==> config.mk <==
export PLATFORM = sky130hd
export DESIGN_NAME = mem_bus_master
export DESIGN_NICKNAME = d
export VERILOG_FILES = /design/src/rtl/mem_bus_master.sv
export SDC_FILE = /design/constraint.sdc
export NUM_CORES = 1
export LEC_CHECK = 0
export BUFFER_PORTS_ARGS = -buffer_cell sky130_fd_sc_hd__buf_2
export CAP_MARGIN = 20
export CORE_MARGIN = 2
export CORE_UTILIZATION = 35
export DETAILED_ROUTE_END_ITERATION = 6
export GPL_TIMING_DRIVEN = 0
export PLACE_DENSITY = 0.63
export REMOVE_ABC_BUFFERS = 1
export SYNTH_ARGS = -nofsm -noshare
export SYNTH_HDL_FRONTEND = slang
export SYNTH_SLANG_ARGS = --single-unit
==> constraint.sdc <==
create_clock -name clk -period 2.4 [get_ports clk]
set_clock_uncertainty 0.05 [all_clocks]
set_input_delay 0 -clock clk [delete_from_list [all_inputs] [get_ports clk]]
set_output_delay 0 -clock clk [all_outputs]
set_load 0.02 [all_outputs]
==> src/rtl/mem_bus_master.sv <==
// Load/store initiator for the data-RAM bus: one access at a time, lane steering and load extension.
// Latency: done 2+ cycles after an aligned request, 1 cycle after a misaligned one; stall_o holds the pipe meanwhile.
`timescale 1ns/1ps
module mem_bus_master #(
    parameter int TIMEOUT = 255
) (
    input  logic        clk,
    input  logic        rst,
    input  logic        req_i,
    input  logic        req_we_i,
    input  logic [1:0]  req_size_i,
    input  logic        req_signed_i,
    input  logic [31:0] req_addr_i,
    input  logic [31:0] req_wdata_i,
    output logic        stall_o,
    output logic        done_o,
    output logic [31:0] rdata_o,
    output logic        align_err_o,
    output logic        bus_err_o,
    output logic [31:0] ram_addr_o,
    output logic        ram_we_o,
    output logic [3:0]  ram_sel_o,
    output logic [31:0] ram_data_o,
    output logic        ram_ce_o,
    input  logic [31:0] ram_data_i,
    input  logic        ram_ready_i
);
    typedef enum logic [1:0] {IDLE, BUSY, DONE} state_t;

    localparam logic [7:0] TO = 8'(TIMEOUT);

    state_t      state_q, state_d;
    logic [7:0]  cnt_q;
    logic        we_q, signed_q, align_q, berr_q;
    logic [1:0]  size_q, lo_q;
    logic [31:0] addr_q, wdata_q, rword_q;
    logic [3:0]  sel_q;

    logic        is_byte, is_half, misalign, timeout_hit;
    logic [3:0]  sel_d;
    logic [31:0] wdata_d, load_ext;
    logic [7:0]  byte_lane;
    logic [15:0] half_lane;

    assign is_byte     = (req_size_i == 2'b00);
    assign is_half     = (req_size_i == 2'b01);
    assign misalign    = (is_half & req_addr_i[0]) | (!is_byte && !is_half && (req_addr_i[1:0] != 2'b00));
    assign timeout_hit = ((cnt_q + 8'd1) == TO);

    // Big-endian lanes: byte address 0 lives in the most significant lane.
    always_comb begin
        sel_d   = 4'b1111;
        wdata_d = req_wdata_i;
        if (is_byte) begin
            sel_d   = 4'b1000 >> req_addr_i[1:0];
            wdata_d = {4{req_wdata_i[7:0]}};
        end else if (is_half) begin
            sel_d   = req_addr_i[1] ? 4'b0011 : 4'b1100;
            wdata_d = {2{req_wdata_i[15:0]}};
        end
    end

    always_ff @(posedge clk or negedge rst) begin
        if (!rst) state_q <= IDLE;
        else      state_q <= state_d;
    end

    always_comb begin
        state_d = state_q;
        case (state_q)
            IDLE:    if (req_i) state_d = misalign ? DONE : BUSY;
            BUSY:    if (ram_ready_i || timeout_hit) state_d = DONE;
            DONE:    state_d = IDLE;
            default: state_d = IDLE;
        endcase
    end

    always_ff @(posedge clk or negedge rst) begin
        if (!rst) begin
            cnt_q    <= 8'd0;
            we_q     <= 1'b0;
            signed_q <= 1'b0;
            align_q  <= 1'b0;
            berr_q   <= 1'b0;
            size_q   <= 2'b00;
            lo_q     <= 2'b00;
            addr_q   <= 32'd0;
            wdata_q  <= 32'd0;
            rword_q  <= 32'd0;
            sel_q    <= 4'd0;
        end else begin
            case (state_q)
                IDLE: if (req_i) begin
                    align_q <= misalign;
                    berr_q  <= 1'b0;
                    if (!misalign) begin
                        cnt_q    <= 8'd0;
                        we_q     <= req_we_i;
                        signed_q <= req_signed_i;
                        size_q   <= req_size_i;
                        lo_q     <= req_addr_i[1:0];
                        addr_q   <= {req_addr_i[31:2], 2'b00};
                        wdata_q  <= wdata_d;
                        sel_q    <= sel_d;
                    end
                end
                // Ready wins over a timeout landing in the same cycle.
                BUSY: if (ram_ready_i) begin
                    rword_q <= ram_data_i;
                end else begin
                    cnt_q <= cnt_q + 8'd1;
                    if (timeout_hit) berr_q <= 1'b1;
                end
                default: ;
            endcase
        end
    end

    always_comb begin
        case (lo_q)
            2'b00:   byte_lane = rword_q[31:24];
            2'b01:   byte_lane = rword_q[23:16];
            2'b10:   byte_lane = rword_q[15:8];
            default: byte_lane = rword_q[7:0];
        endcase
        half_lane = lo_q[1] ? rword_q[15:0] : rword_q[31:16];
        case (size_q)
            2'b00:   load_ext = {{24{signed_q & byte_lane[7]}}, byte_lane};
            2'b01:   load_ext = {{16{signed_q & half_lane[15]}}, half_lane};
            default: load_ext = rword_q;
        endcase
    end

    assign stall_o     = ((state_q == IDLE) & req_i) | (state_q == BUSY);
    assign done_o      = (state_q == DONE);
    assign align_err_o = done_o & align_q;
    assign bus_err_o   = done_o & berr_q;
    assign rdata_o     = (done_o && !we_q && !align_q && !berr_q) ? load_ext : 32'd0;
    assign ram_ce_o    = (state_q == BUSY);
    assign ram_we_o    = ram_ce_o & we_q;
    assign ram_addr_o  = addr_q;
    assign ram_sel_o   = sel_q;
    assign ram_data_o  = wdata_q;
endmodule

# Word level (Yosys, flattened, before mapping)
# Cells that the tools add are included.
[word_totals] register_bits=116 out_inout_bits=106 word_cells=80 input_bits=104
[classes] n_bitwise=10 reduce_logical=23 eq_ne=12 muxes=21 shifts=1 add_sub_neg=1
[op_table] cell="2-to-1 mux 32 bit" n=3
[op_table] cell="one-hot mux 32 bit (2 select lines)" n=1
[op_table] cell="2-to-1 mux 8 bit" n=3
[op_table] cell="one-hot mux 8 bit (3 select lines)" n=1
[op_table] cell="2-to-1 mux 16 bit" n=1
[op_table] cell="one-hot mux 8 bit (2 select lines)" n=1
[op_table] cell="2-to-1 mux 4 bit" n=3
[op_table] cell="adder 8 x 1 -> 8 bit, second input constant" n=1
[op_table] cell="== test 2 x 1 -> 1 bit, second input constant" n=4
[op_table] cell="== test 8 bit, second input constant" n=1
[op_table] cell="zero test 2 bit" n=4
[op_table] cell="AND reduction 4 bit" n=2
[op_table] cell="AND 1 bit" n=7
[op_table] cell="2-to-1 mux 2 bit" n=3
[op_table] cell="!= test 2 bit, second input constant" n=3
[op_table] cell="AND reduction 2 bit" n=3
[op_table] cell="logical AND 1 bit" n=5
[op_table] cell="zero test 1 bit" n=5
[op_table] cell="== test 2 bit, second input constant" n=2
[op_table] cell="!= test 2 x 1 -> 1 bit, second input constant" n=2
[op_table] cell="one-hot mux 2 bit (2 select lines)" n=1
[op_table] cell="nonzero test 2 bit" n=2
[op_table] cell=">> shifter 4 x 2 -> 4 bit, first input constant" n=1
[op_table] cell="2-to-1 mux 1 bit" n=3
[op_table] cell="other kinds (5)" n=6

# Longest topological paths before layout
[depth] word_depth=8 ltp_mapped=7 mapped_depth_nobuf=6

# Worst setup path after synthesis
# Ideal clock, no wire load.
[synth_timing] path_kind="register to output" startpoint="register state_q[0]" endpoint="output port rdata_o[0]" setup_slack_ns=0.215 arrival_ns=2.135 required_ns=2.350 n_path_buf=1 stages_incl_launch_ff=5 path_cell_list="dfrtp_1 -> nand2b_1 -> or4_1 -> clkbuf_1 -> a2111oi_0"
[synth_between] elab_chain_cells=5
[synth_rtl] element="start: declaration" line="32" text="state_t state_q, state_d;"
[synth_rtl] element="start signal: assignment" line="65" text="else state_q <= state_d;"
[synth_rtl] element="== test 2 bit" line="135" text="assign done_o = (state_q == DONE);"
[synth_rtl] element="logical AND 1 bit (3 in a row)" line="138" text="assign rdata_o = (done_o && !we_q && !align_q && !berr_q) ? load_ext : 32'd0;"
[synth_rtl] element="2-to-1 mux 32 bit" line="138"
[synth_rtl] element="end: declaration" line="17" text="output logic [31:0] rdata_o,"
# Every way passes these cells.

# Worst setup path after layout
# Ends and elaborated chain as after synthesis.

==> impl_metrics.tcl <==
set metrics [dict create \
    r2r_slack_ps 140 \
    clockBufferDepth 2 \
    synth_edf_count 0 \
    cp-end-kind "output port" \
    slew_headroom_pct 46.1 \
    dp_slack_ps -228 \
    dp_hpwl_um 10700 \
    powerDensity_nw_per_um2 1140 \
    yosysWarnings 0 \
    multi_input_area_um2 2880 \
    dr.pass1.iters 4 \
    power_mw 10.4 \
    ioPinCount 210 \
    die-width_um 135 \
    viasPerCell 4.91 \
    grt_max_degree 62 \
    cts_buffers 17 \
    cp_max_fo 7 \
    slew_viol_final 0 \
    cp_cell_sequence "nand2b_1 -> or4_4 -> buf_12 -> a2111oi_2 -> buf_4" \
    port_buffers 207 \
    fin_nets 950 \
    drtIter0Drc 179 \
    tns_ps 0 \
    die_h_um 135 \
    synth-compound-area-share_pct 12.7 \
    synth_top_area_share_pct 48.7 \
    min_period_over_period_pct 98.2 \
    hold_viol 0 \
    clock_latency_ps 410 \
    drv_cap 0 \
    max_freq_mhz 424 \
    via_count 5298 \
    period_needed_ps 2360 \
    area_growth_pct 53.0 \
    fp.coreArea_um2 16600 \
    tightestPinTransition_ps 806 \
    slowest_stage "or4_4" \
    antenna_found_initial 2 \
    overflow 0 \
    place_area_um2 7160 \
    layout.area.seq_um2 2910 \
    async_flop_share_pct 100 \
    status "finished clean" \
    finalSetupViolCount 0 \
    cts.sinks 116 \
    syn_area_um2 5960 \
    cpPeakStageDelay_ps 570 \
    synth.avg_cell_area_um2 11.1 \
    grtUsageTotal_pct 19.8 \
    gp_congestion 0.793 \
    routedWlPerCell_um 16.6 \
    synth_top_family_by_area "multiplexers" \
    p_leak_nw 4.35 \
    root_buffer "clkbuf_16" \
    rsz0062_at_grt "yes" \
    drt-total-wl_um 17900 \
    path_class "reg -> out" \
    ys_ff_latch 116 \
    cp-start-kind "flip-flop" \
    placementRows 47 \
    start_util_pct 35.8 \
    synth-xor-area-share_pct 0.147 \
    dieArea_um2 18100 \
    yosys.area_share.simple_pct 9.73 \
    crit_required_ps 2350 \
    synthMuxAreaShare_pct 22.9 \
    synth_top_area_cell "dfrtp_1" \
    drive_gt1_share_pct 43.1 \
    hold_class "in -> async" \
    worst_slack_ps 42.4 \
    cts_tree "yes" \
    antenna_left 0 \
    seq_area_frac_synth_pct 48.7 \
    clk_pin_slew_ps 60 \
    irDropWorstVdd_uv 713 \
    yosysUniqueCellTypes 53 \
    grt_pass1_wl_um 28100 \
    synthCells 535 \
    synthFlopType "dfrtp_1" \
    ys_top_cells_by_area "dfrtp_1 (49%), mux2_2 (11%), mux2_4 (4.8%)" \
    grt_pass1_vias 5518 \
    synthAdderAreaFrac_pct 0.420 \
    fin_area_um2 9120 \
    nFillCells 1419 \
    drc 0 \
    worst_ep_arrival_time_ps 2310 \
    h-tree-depth 4 \
]
==> registers in the layout, indices dropped and copies added, names as in the netlist <==
name	count
ram_data_o	32
rword_q	32
ram_addr_o	30
cnt_q	8
ram_sel_o	4
lo_q	2
size_q	2
state_q	2
align_q	1
berr_q	1
signed_q	1
we_q	1
==> worst paths after layout <==
kind                                 from  depth (start not counted)        endpoint
max                            state_q[0]                          5      rdata_o[0]
min                                   rst                          2  ram_data_o[29]
max reg2reg                    state_q[1]                          5  ram_addr_o[22]
min reg2reg                ram_data_o[26]                          2  ram_data_o[26]
max in group asynchronous             rst                          3         lo_q[1]
min in group clk            req_size_i[0]                          3    ram_sel_o[2]
==> critical path: cells and delay by family (launching register included) <==
family	cells	cell delay [ps]
AO/OA/AOI/OAI	1	340
AND/OR/NAND/NOR	2	760
flip-flops	1	400
buffers and inverters	2	390
==> stage by stage <==
| step | hold WS (ps) | cells | util [%] |
|---|---|---|---|
| after floorplan | -346 | 494 | - |
| after global placement | 181 | 921 | 42.4 |
| after detailed placement | -47.1 | 924 | 43.0 |
| after CTS | 60.1 | 1077 | 54.3 |
| after global routing | 80.0 | 1079 | 54.8 |
| final | 63.2 | 1079 | 54.8 |
==> cell type report <==
| type | count | share of cell area, % |
|---|---|---|
| Timing Repair Buffer | 331 | 25.7 |
| Sequential cell | 116 | 31.9 |
| Multi-Input combinational cell | 351 | 31.5 |
| Clock buffer | 20 | 5.01 |
| Tap cell | 220 | 3.02 |
| Inverter | 27 | 1.11 |
| Clock inverter | 12 | 1.69 |
| Antenna cell | 2 | 0.0549 |
==> report_power, final <==
group          switching (mW)  internal, mW
Clock                   0.919          1.68
Sequential              0.785          2.82
Combinational            2.26          1.94
==> cell families after synthesis <==
| group | after synthesis |
|---|---|
| other | 1 |
| and+or+nand+nor | 116 |
| muxes | 110 |
| buffers and inverters | 69 |
| AOI/OAI and AO/OA | 120 |
| xor gates and xnor gates | 1 |
| adders and majority gates | 2 |
| DFF | 116 |
==> synthesized netlist by cell type (4+ instances only) <==
cell type	instances
o21ai_0	43
buf_2	11
and2_1	6
nor3_1	5
dfrtp_1	116
clkbuf_1	23
a21oi_1	33
o22ai_1	7
mux2i_1	25
nor2_1	23
mux2_2	58
nor2b_1	10
a2111oi_0	5
mux4_2	8
a221oi_1	7
nand2_1	48
mux2_4	19
a31oi_1	4
buf_4	4
inv_1	27
buf_6	4
==> layer usage <==
metal	vias up	GRT usage [%]	wire length (um)
li1	2514	-	-
met1	2569	24.0	7720
met2	194	33.4	8630
met3	21	5.86	1250
met4	0	7.13	294
met5	-	0	0
==> what timing repair did <==
action / 4_1_cts / 5_1_grt
setup endpoints to repair: 32 / 10
buffers inserted: 11 / 0
hold buffers: 110 / 0
resized for setup: 19 / 12
pin swaps: 3 / 0
hold endpoints to repair: 221 / 0
==> placed cells by master, fill, tap and decap left out, types with 3 or more instances in the layout <==
master	count
buf_2	202
dfrtp_1	110
dlygate4sd3_1	110
mux2_2	58
nand2_1	47
o21ai_0	43
a21oi_1	33
inv_1	27
mux2i_1	25
nor2_1	23
mux2_4	19
clkbuf_16	17
buf_4	13
nor2b_1	10
mux4_2	8
o22ai_1	7
and2_1	6
clkinvlp_4	6
nor3_1	5
dfrtp_2	5
a221oi_1	4
a31oi_1	4
a2111oi_4	4
nand2b_1	3
a21o_1	3
a221oi_2	3
a2111oi_2	3
nand4_1	3
o21a_1	3
bufinv_16	3
buf_16	3
(Power assumes the default switching activity.)
